===== src/rtl/if_byte_fetch.sv =====
// Instruction-fetch stage: assembles each 32-bit instruction from four byte
// reads on the 8-bit memory port and hands the word to IF/ID in memory byte order.
module if_byte_fetch #(
    parameter logic [31:0] RESET_PC = 32'h0000_0000,
    parameter int          CTRL_W   = 6
) (
    input  logic              clk,
    input  logic              rst,
    input  logic [CTRL_W-1:0] stall,
    input  logic              branch_flag,
    input  logic [31:0]       branch_target,
    input  logic              mem_busy,
    input  logic [7:0]        mem_din,
    output logic              mem_rd_en,
    output logic [31:0]       mem_a,
    output logic [31:0]       if_pc,
    output logic [31:0]       if_inst,
    output logic              stallreq_if
);

    logic [31:0] pc_q, pc_d;
    logic [31:0] inst_buf_q, inst_buf_d;
    logic [2:0]  issue_cnt_q, issue_cnt_d;
    logic [2:0]  recv_cnt_q, recv_cnt_d;
    logic        pend_q, pend_d;

    logic        word_done;
    logic        consume;
    logic        hold_ifid;
    logic        unused_stall_bits;

    // Only the IF/ID hold bit matters here; the rest of the bus is folded away.
    assign unused_stall_bits = ^stall;
    assign hold_ifid         = stall[1];

    assign word_done = (recv_cnt_q == 3'd4);
    assign consume   = word_done && !hold_ifid;

    assign mem_rd_en   = !rst && !branch_flag && (issue_cnt_q < 3'd4) && !mem_busy;
    assign mem_a       = pc_q + {29'd0, issue_cnt_q};
    assign if_pc       = pc_q;
    assign if_inst     = inst_buf_q;
    assign stallreq_if = !word_done;

    // A redirect wipes any in-flight fetch; the byte still returning next
    // cycle is dropped because pend is cleared here.
    always_comb begin
        pc_d        = pc_q;
        inst_buf_d  = inst_buf_q;
        issue_cnt_d = issue_cnt_q;
        recv_cnt_d  = recv_cnt_q;
        pend_d      = 1'b0;

        if (branch_flag) begin
            pc_d        = branch_target;
            inst_buf_d  = 32'd0;
            issue_cnt_d = 3'd0;
            recv_cnt_d  = 3'd0;
        end else if (consume) begin
            pc_d        = pc_q + 32'd4;
            issue_cnt_d = 3'd0;
            recv_cnt_d  = 3'd0;
        end else begin
            if (mem_rd_en) begin
                issue_cnt_d = issue_cnt_q + 3'd1;
                pend_d      = 1'b1;
            end
            if (pend_q && !word_done) begin
                case (recv_cnt_q[1:0])
                    2'd0:    inst_buf_d[31:24] = mem_din;
                    2'd1:    inst_buf_d[23:16] = mem_din;
                    2'd2:    inst_buf_d[15:8]  = mem_din;
                    default: inst_buf_d[7:0]   = mem_din;
                endcase
                recv_cnt_d = recv_cnt_q + 3'd1;
            end
        end
    end

    always_ff @(posedge clk) begin
        if (rst) begin
            pc_q        <= RESET_PC;
            inst_buf_q  <= 32'd0;
            issue_cnt_q <= 3'd0;
            recv_cnt_q  <= 3'd0;
            pend_q      <= 1'b0;
        end else begin
            pc_q        <= pc_d;
            inst_buf_q  <= inst_buf_d;
            issue_cnt_q <= issue_cnt_d;
            recv_cnt_q  <= recv_cnt_d;
            pend_q      <= pend_d;
        end
    end

endmodule

===== config.mk =====
export PLATFORM = sky130hd
export DESIGN_NAME = if_byte_fetch
export DESIGN_NICKNAME = d
export VERILOG_FILES = /design/src/rtl/if_byte_fetch.sv
export SDC_FILE = /design/constraint.sdc
export NUM_CORES = 1
export LEC_CHECK = 0
export BUFFER_PORTS_ARGS = -buffer_cell sky130_fd_sc_hd__buf_2
export CORE_ASPECT_RATIO = 1.5
export CORE_MARGIN = 3
export CORE_UTILIZATION = 45
export DETAILED_ROUTE_END_ITERATION = 10
export PLACE_DENSITY = 0.83
export SLEW_MARGIN = 15
export SYNTH_ARGS = -nofsm -noshare
export SYNTH_HDL_FRONTEND = slang
export SYNTH_SLANG_ARGS = --single-unit

===== constraint.sdc =====
create_clock -name clk -period 3.1 [get_ports clk]
set_input_delay 0.62 -clock clk [delete_from_list [all_inputs] [get_ports clk]]
set_output_delay 0.62 -clock clk [all_outputs]
set_load 0.005 [all_outputs]

Word level (Yosys, flattened, before mapping)
Index checks and enable logic that the tools add are counted.

Bitwise logic cells: 2. Multiplexer cells: 3. Reduce and logical (&&, ||, !) cells: 19. Magnitude comparators: 1. $add $sub $neg: 4. Equal/unequal tests: 3.

Operators by type and width (count): $mux 32 (2); $add 32x3->32 (1); $add 32x3->32 const B (1); $reduce_and 3->1 (4); $add 3x1->3 const B (2); $reduce_or 3->1 (2); $logic_and 1x1->1 (5); $logic_not 1->1 (5); $eq 3x3->1 const B (1); $lt 3x3->1 const B (1); $eq 2x1->1 const B (1); $eq 2x2->1 const B (1); $logic_not 2->1 (1); $not 1->1 (2); $reduce_bool 2->1 (1); $reduce_or 2->1 (1); $mux 1 (1).

Input bits: 50. Output and inout bits: 98. Flip-flop bits (word level): 71. Word-level logic and storage cells: 40.

Longest topological paths before layout
Gate-level depths: netlist of the first run.

Depth in word-level cells: 5. Depth in mapped cells: 8. Depth with buffers taken out: 6.

Worst setup path before layout of the first run
OpenSTA, ideal clock, no wires.

Kind: flip-flop to output port. Start: register pc_q[15], in the netlist if_pc[15]. End: output port mem_a[25]. Path slack: 508 ps. Arrival time: 1972 ps. Required time: 2480 ps. Stages on the path, launching flop included: 8. Cells stage by stage: dfxtp_1 buf_2 nand4_2 or4_1 buf_2 buf_2 nor4b_1 xor2_1.

Word-level cells in the longest chain between the ends: 1.

RTL lines: start, declared (RTL line 21) `logic [31:0] pc_q, pc_d;`; start signal, assigned (RTL line 88) `pc_q <= pc_d;`; $add 32x3->32 (RTL line 40) `assign mem_a = pc_q + {29'd0, issue_cnt_q};`; end, declared (RTL line 15) `output logic [31:0] mem_a,`.

Every way passes these cells.

Worst setup path in the final report of the first run
Start: register pc_q[7], in the netlist if_pc[7]. End: output port mem_a[25].

Same word-level chain as after synthesis.

==> flow_summary.yaml, run 1 <==
drt:
  ant_nets: 0
  dr.pass1.iters: 5
  wirelength_mm: 12.4
  vias_per_cell: 5.89
  wire_per_inst_um: 16.6
  drt_iter0_drc: 413
  drc_errors: 0
  vias: 4411
timing:
  drv_slew: 0
  period_share: 0.966
  setup_tns_ps: 0
  period_needed_ps: 2990
  maxSlewHeadroom: 0.578
  whs_ps: 455
  setup_viol_count_final: 0
  hold_viol: 0
  skew_ps: 5.45
  worstMarginPinSlew_ps: 629
  clock.fmax_mhz: 334
worst_hold_path:
  hold_class: "register to register"
synth:
  avgSynthCellArea_sq_um: 7.93
  syn_area_sq_um: 3940
  syn-instance-count: 497
  syn-num-nets: 558
  ys.warnings.count: 0
  ys_seq_area_frac: 0.361
  synth_edf_count: 0
  synthArstFlopShare: 0
  synth-seq-cells: 71
  ys.flop_type: "dfxtp_1"
  ys_types: 40
setup_path:
  slowest_stage: "or4_4"
  cp_top_family: "simple AND/OR/NAND/NOR gates"
  critPathBufInv: 1
  cp_max_fo: 9
  critical_path.startpoint_type: "register"
  worstPathCellList: "nand4_1, or4_4, nor4b_2, xor2_1, buf_2"
  end_kind: "primary output"
  criticalPathCategory: "register to primary output"
  max_stage_delay_ps: 610
  crit_required_ps: 2480
  r2r_setup_slack_ps: 680
  worstPathArrival_ps: 2370
global_route:
  grt_max_degree: 35
  grt_pass1_wl_mm: 19.6
  grt_usage: 0.251
  grt-ovfl-total: 0
  grt_pass1_vias: 4211
  antenna_found_initial: 0
clock_tree:
  cts_hold_buf: 0
  clock-sinks: 71
  clk_pin_slew_ps: 60
  cts_buffers: 9
  clk_path_buf_depth: 2
  clock_latency_ps: 330
  cts.htree.levels: 3
  cts_root_buf: "clkbuf_16"
  cts_tree: "done"
power_and_ir_drop:
  powerDensity_nw_per_um2: 458
  ir_drop_mv: 0.350
  p_leak_nw: 2.20
  finalPower_mw: 2.38
place:
  hpwl_mm: 9.26
  place.gp.congestion: 0.904
  port_buffers: 142
floorplanning:
  fp.dieW_um: 82.4
  start_util: 0.466
  core_area_sq_um: 8460
  ios: 148
  dieArea_sq_um: 9940
  fp.dieH_um: 121
  row_count: 41
layout:
  area_delta_synth_final_pct: 31.8
  layout-drive-gt1-share: 0.310
  seqCellArea_sq_um: 1420
  post-route-util: 0.614
  antenna_cells_inserted: 0
  multi_input_area_sq_um: 2330
  finalNetCount: 698
  fill_cells: 753
job:
  drv_cap: 0
outcome:
  outcome: "completed"
-- placed cells by master (no fill, tap or decap), types with 2 or more instances in the layout --
cell type     n
buf_2       142
dfxtp_1      70
nand2_1      61
nand3_1      48
a21oi_1      43
nor2_1       39
buf_4        31
xnor2_1      27
nand4_1      18
xor2_1       17
a211oi_1     15
inv_1        12
and4_1       10
ha_1         10
or4_1         9
nor4_1        9
a311oi_1      9
clkbuf_16     9
o31ai_1       7
nor3_1        6
a2111oi_0     6
a221oi_1      5
o21ai_0       4
nand4b_1      3
nor4b_2       3
mux2i_1       3
clkinvlp_4    3
or3_1         2
o41ai_1       2
bufinv_16     2
-- cells in the mapped netlist, types with 12 or more instances --
master / count / area, sq um
a211oi_1: 15 / 113
a21oi_1: 43 / 215
clkbuf_1: 34 / 128
dfxtp_1: 71 / 1420
inv_1: 12 / 45.0
nand2_1: 61 / 229
nand3_1: 48 / 240
nand4_1: 18 / 113
nor2_1: 39 / 146
xnor2_1: 27 / 236
xor2_1: 17 / 149
-- registers in the layout (all words and copies together) (netlist names) --
signal and cells:
pend_q 1, issue_cnt_q 3, recv_cnt_q 3, if_inst 32
if_pc 32
-- metrics by stage --
step	instance area [sq um]	cells	worst slack, ps
floorplan	3940	497	508
global placement	4820	730	234
detailed placement	4820	730	126
CTS	5170	746	73.0
global route	5200	749	-5.25
finish	5200	749	105
-- repair_timing --
item,in CTS,in global routing
resized for setup,4,2
setup buffers,0,3
cloned,0,0
setup endpoints to repair,13,11
pin swaps,0,2
-- logic make-up (layout without fill, tap and decap cells) --
| family | Yosys count | after routing | share of synthesized area |
|---|---|---|---|
| AOI/OAI and AO/OA | 93 | 93 | 0.154 |
| muxes | 3 | 3 | 0.00762 |
| adders and majority gates | 11 | 11 | 0.0368 |
| xor gates and xnor gates | 44 | 44 | 0.0977 |
| and+or+nand+nor | 218 | 218 | 0.283 |
| DFF | 71 | 71 | 0.361 |
| buffers and inverters | 57 | 202 | 0.0600 |
-- area by class of cell --
type                            count  share of cell area
Clock buffer                        9              0.0433
Clock inverter                      7              0.0185
Inverter                           13             0.00939
Multi-Input combinational cell    369               0.448
Sequential cell                    71               0.274
Tap cell                          107              0.0258
Timing Repair Buffer              173               0.182
-- layer usage --
layer / vias up / routed length (um) / part of all wire / global-route usage
met4: 0 / 439 / 0.035 / 0.131
met1: 2012 / 4430 / 0.36 / 0.267
li1: 2083 / - / - / -
met2: 269 / 6340 / 0.51 / 0.440
met3: 47 / 1220 / 0.098 / 0.0626
met5: - / 0 / 0 / 0
-- path summary, 6_finish.rpt --
path,to,from,cells after the start
setup reg to reg,if_pc[21],if_pc[7],5
hold reg to reg,if_inst[19],if_inst[19],2
hold / removal,if_inst[19],if_inst[19],2
setup / recovery,mem_a[25],if_pc[7],5
-- report_power, final --
part | total (mW) | internal (mW) | switching [mW]
logic | 0.273 | 0.127 | 0.146
registers | 0.994 | 0.945 | 0.0498
clock network | 1.11 | 0.705 | 0.405
-- worst register-to-register path, stage by stage (launching register included) --
cell and delay (ps):
dfxtp_1 500, nand4_1 240, or4_4 610, buf_4 200
or4_1 480, a311oi_1 290
No activity file was read; power rests on OpenSTA's default activity.
==> run 2: changes to the inputs <==
==> constraint.sdc (replaced) <==
create_clock -name clk -period 3.8 [get_ports clk]
set_input_delay 0.76 -clock clk [delete_from_list [all_inputs] [get_ports clk]]
set_output_delay 0.76 -clock clk [all_outputs]
set_load 0.005 [all_outputs]
==> run 2 against run 1 <==
Compared with the run above: sequential share of layout area grew 1.3 points; flip-flop and latch count is the same; global-route usage shrank 0.86 points; combinational power shrank 27%.
==> flow_summary.yaml, run 2 (synthesized netlist as in run 1, its figures left out) <==
drt:
  wirelength_mm: 11.8
  dr.pass1.iters: 5
  vias_per_cell: 5.89
  drt_iter0_drc: 331
  drc_errors: 0
  wire_per_inst_um: 16.3
  ant_nets: 0
  vias: 4287
clock_tree:
  cts.htree.levels: 3
  cts_hold_buf: 0
  clock_latency_ps: 330
  post_cts_buffers: 0
  cts_buffers: 9
  clk_path_buf_depth: 2
  cts_resized: 0
  cts_tree: "done"
  clk_pin_slew_ps: 60
  clock-sinks: 71
  cts_root_buf: "clkbuf_16"
setup_path:
  crit_required_ps: 3040
  critical_path.startpoint_type: "register"
  end_kind: "primary output"
  worstPathArrival_ps: 2860
  r2r-end: "if_pc[22]"
  r2r_setup_slack_ps: 1070
  rr_startpoint: "recv_cnt_q[0]"
  cp_max_fo: 17
  criticalPathCategory: "register to primary output"
  rr_worst_depth: 6
floorplanning:
  start_util: 0.466
  core_area_sq_um: 8460
  row_count: 41
  fp.dieW_um: 82.4
  dieArea_sq_um: 9940
  fp.dieH_um: 121
  ios: 148
place:
  hpwl_mm: 8.94
  place.gp.congestion: 0.893
  dpl_cell_area_sq_um: 4680
  dp.cells: 712
  port_buffers: 142
timing:
  clock.fmax_mhz: 276
  skew_ps: 6.09
  setup_viol_count_final: 0
  worstMarginPinSlew_ps: 1050
  whs_ps: 454
  setup_tns_ps: 0
  drv_slew: 0
  rsz0062_at_grt: "false"
  maxSlewHeadroom: 0.294
  period_share: 0.952
  hold_viol: 0
  period_needed_ps: 3620
global_route:
  grt_pass1_wl_mm: 19.0
  grt-ovfl-total: 0
  grt_pass1_vias: 3993
  grt_usage: 0.242
  grt_max_degree: 36
  antenna_found_initial: 0
power_and_ir_drop:
  ir_drop_mv: 0.273
  powerDensity_nw_per_um2: 365
  p_leak_nw: 2.06
worst_hold_path:
  worstHoldStart: "if_inst[2]"
  min_to: "if_inst[2]"
  hold_depth: 2
  hold_class: "register to register"
job:
  drv_cap: 0
layout:
  final_common_cell: "buf_2"
  area_delta_synth_final_pct: 25.9
  layout_common_cells: "buf_2, dfxtp_1, nand2_1"
  layout-drive-gt1-share: 0.279
  fin_area_sq_um: 4960
  instances_no_fill: 728
  fill_cells: 796
  finalNetCount: 677
  seqCellArea_sq_um: 1420
  multi_input_area_sq_um: 2290
  antenna_cells_inserted: 0
outcome:
  outcome: "completed"
-- run 2: cell count changes in the layout (fill, tap and decap cells not counted), sizes merged --
cell | before | now
clkinv | 2 | 3
inv | 13 | 15
buf | 173 | 152
clkinvlp | 3 | 2
bufinv | 2 | 0
-- run 2: worst max-delay path: stages (launching register included) --
cell and delay, ps:
dfxtp_1 510, nand4_1 340, or4_1 810, nor4b_1 540
xor2_1 190, buf_2 130
-- run 2: report_power, final --
part           internal (mW)  switching (mW)
sequential             0.770          0.0506
combinational         0.0943           0.104
clock                  0.448           0.347
total                   1.31           0.502
-- run 2: metal layers --
layer / GRT usage / vias to the layer above / wire (um)
met5: 0 / - / 0
met4: 0.115 / 0 / 346
met3: 0.0544 / 32 / 1060
met2: 0.423 / 229 / 6150
met1: 0.269 / 1987 / 4290
li1: - / 2039 / -
-- run 2: cell type report --
cell class,count,area share
timing repair buffer,152,0.158
multi-input combinational,369,0.462
clock buffer,9,0.0454
clock inverter,7,0.0111
tap,107,0.0270
inverter,13,0.00983
sequential,71,0.286
-- run 2: metrics by stage --
stage,utilization,power [mW],setup WS (ps)
finish,0.587,1.81,181
global route,0.587,1.89,51.4
CTS,0.587,1.83,214
detailed placement,0.553,1.03,592
global placement,0.553,1.03,626
floorplan,-,0.933,1070
-- run 2: worst max-delay path by stage --
stage	startpoint	end	slack, ps	depth (start not counted)
after floorplan	if_pc[15]	mem_a[25]	1070	7
final	if_pc[7]	mem_a[29]	180	5
after global placement	if_pc[7]	mem_a[25]	630	5
after CTS	if_pc[7]	mem_a[25]	210	5
after global routing	if_pc[7]	mem_a[29]	50	5
after detailed placement	if_pc[7]	mem_a[29]	590	5
==> run 3: changes to the inputs <==
--- a/config.mk
+++ b/config.mk
@@ -11,6 +11,7 @@
 export CORE_UTILIZATION = 45
 export DETAILED_ROUTE_END_ITERATION = 10
 export PLACE_DENSITY = 0.83
+export RECOVER_POWER = 50
 export SLEW_MARGIN = 15
 export SYNTH_ARGS = -nofsm -noshare
 export SYNTH_HDL_FRONTEND = slang
==> run 3 against run 2 <==
Compared with the run above: power shrank 0.13%; worst hold slack improved by 1.4 ps; cell area fell by 1.2%; global-route usage stayed put; die area unchanged; register-to-register slack is essentially flat; count of clock-buffer cells in the layout unchanged; non-clock buffer count is the same; routed wire length is 0.27% higher; critical path type unchanged.
==> flow_summary.yaml, run 3 (synthesized netlist as in run 1, its figures left out) <==
place:
  place.gp.congestion: 0.893
  hpwl_mm: 8.94
  port_buffers: 142
global_route:
  antenna_found_initial: 0
  grt_max_degree: 36
  grt_usage: 0.242
  grt_pass1_vias: 3993
  grt_pass1_wl_mm: 19.0
  grt-ovfl-total: 0
setup_path:
  max_stage_delay_ps: 810
  worstPathCellList: "nand4_1, or4_1, nor4b_1, xor2_1, buf_2"
  worstPathArrival_ps: 2870
  critical_path.startpoint_type: "register"
  criticalPathCategory: "register to primary output"
  end_kind: "primary output"
  cp_max_fo: 17
  r2r_setup_slack_ps: 1060
  critPathBufInv: 1
  cp_top_family: "simple AND/OR/NAND/NOR gates"
  rr_startpoint: "recv_cnt_q[0]"
  slowest_stage: "or4_1"
  crit_required_ps: 3040
  rr_worst_depth: 6
  r2r-end: "if_pc[22]"
layout:
  final_common_cell: "buf_2"
  post-route-util: 0.580
  layout_common_cells: "buf_2, dfxtp_1, nand2_1"
  area_delta_synth_final_pct: 24.5
  antenna_cells_inserted: 0
  finalNetCount: 677
  fill_cells: 817
  layout-drive-gt1-share: 0.217
drt:
  wirelength_mm: 11.9
  vias: 4268
  drt_iter0_drc: 422
  drc_errors: 0
  ant_nets: 0
  dr.pass1.iters: 5
  wire_per_inst_um: 16.3
  vias_per_cell: 5.86
floorplanning:
  dieArea_sq_um: 9940
  core_area_sq_um: 8460
  row_count: 41
  start_util: 0.466
  fp.dieH_um: 121
  fp.dieW_um: 82.4
  ios: 148
worst_hold_path:
  hold_depth: 2
  worstHoldStart: "if_inst[13]"
  hold_class: "register to register"
  min_to: "if_inst[13]"
power_and_ir_drop:
  p_leak_nw: 1.91
  powerDensity_nw_per_um2: 369
  ir_drop_mv: 0.274
job:
  drv_cap: 0
clock_tree:
  clock-sinks: 71
  cts.htree.levels: 3
  post_cts_buffers: 0
  cts_tree: "done"
  clock_latency_ps: 330
  cts_hold_buf: 0
  cts_resized: 0
  cts_root_buf: "clkbuf_16"
  clk_pin_slew_ps: 60
  clk_path_buf_depth: 2
  cts_buffers: 9
timing:
  period_needed_ps: 3630
  maxSlewHeadroom: 0.291
  skew_ps: 5.95
  clock.fmax_mhz: 275
  hold_viol: 0
  period_share: 0.956
  setup_viol_count_final: 0
  drv_slew: 0
  setup_tns_ps: 0
  rsz0062_at_grt: "false"
  worstMarginPinSlew_ps: 1060
outcome:
  outcome: "completed"
## run 3: area by class of cell
cell class                      count  area [sq um]  area share
Tap cell                          107           134      0.0273
Clock inverter                      7          55.1      0.0112
Sequential cell                    71          1420       0.290
Inverter                           13          48.8     0.00994
Multi-Input combinational cell    369          2290       0.468
Clock buffer                        9           225      0.0459
Timing Repair Buffer              152           728       0.148
## run 3: power by group
part | total (mW) | leakage (nW) | switching, mW | internal [mW]
sequential | 0.821 | 0.581 | 0.0511 | 0.770
clock | 0.797 | 0.133 | 0.349 | 0.448
combinational | 0.194 | 1.20 | 0.104 | 0.0894
## run 3: stage by stage
| stage | hold WS, ps | area, sq um | power (mW) | setup slack [ps] | std cells |
|---|---|---|---|---|---|
| 4_1_cts | 455 | 4960 | 1.83 | 214 | 728 |
| 3_3_place_gp | 440 | 4680 | 1.03 | 626 | 712 |
| 6_report | 455 | 4910 | 1.81 | 168 | 728 |
| 2_1_floorplan | 450 | 3940 | 0.933 | 1070 | 497 |
| 3_5_place_dp | 446 | 4680 | 1.03 | 592 | 712 |
| 5_1_grt | 477 | 4910 | 1.89 | 51.4 | 728 |
## run 3: worst register-to-register path: stages (launching register included)
cell	delay, ps
dfxtp_1	360
inv_1	110
ha_1	460
nand3b_1	380
nor4_1	800
a211oi_1	160
a2111oi_0	350
## run 3: how the worst max path moves through the flow
stage                     cells after the start        end       from
after floorplan                               7  mem_a[25]  if_pc[15]
after global placement                        5  mem_a[25]   if_pc[7]
after detailed placement                      5  mem_a[29]   if_pc[7]
after CTS                                     5  mem_a[25]   if_pc[7]
after global routing                          5  mem_a[29]   if_pc[7]
final                                         5  mem_a[25]   if_pc[7]
## run 3: per-layer routing
layer,vias up,part of all wire,global-route usage
met3,29,0.088,0.0544
met5,-,0,0
li1,2040,-,-
met4,0,0.030,0.115
met2,219,0.52,0.423
met1,1980,0.37,0.269
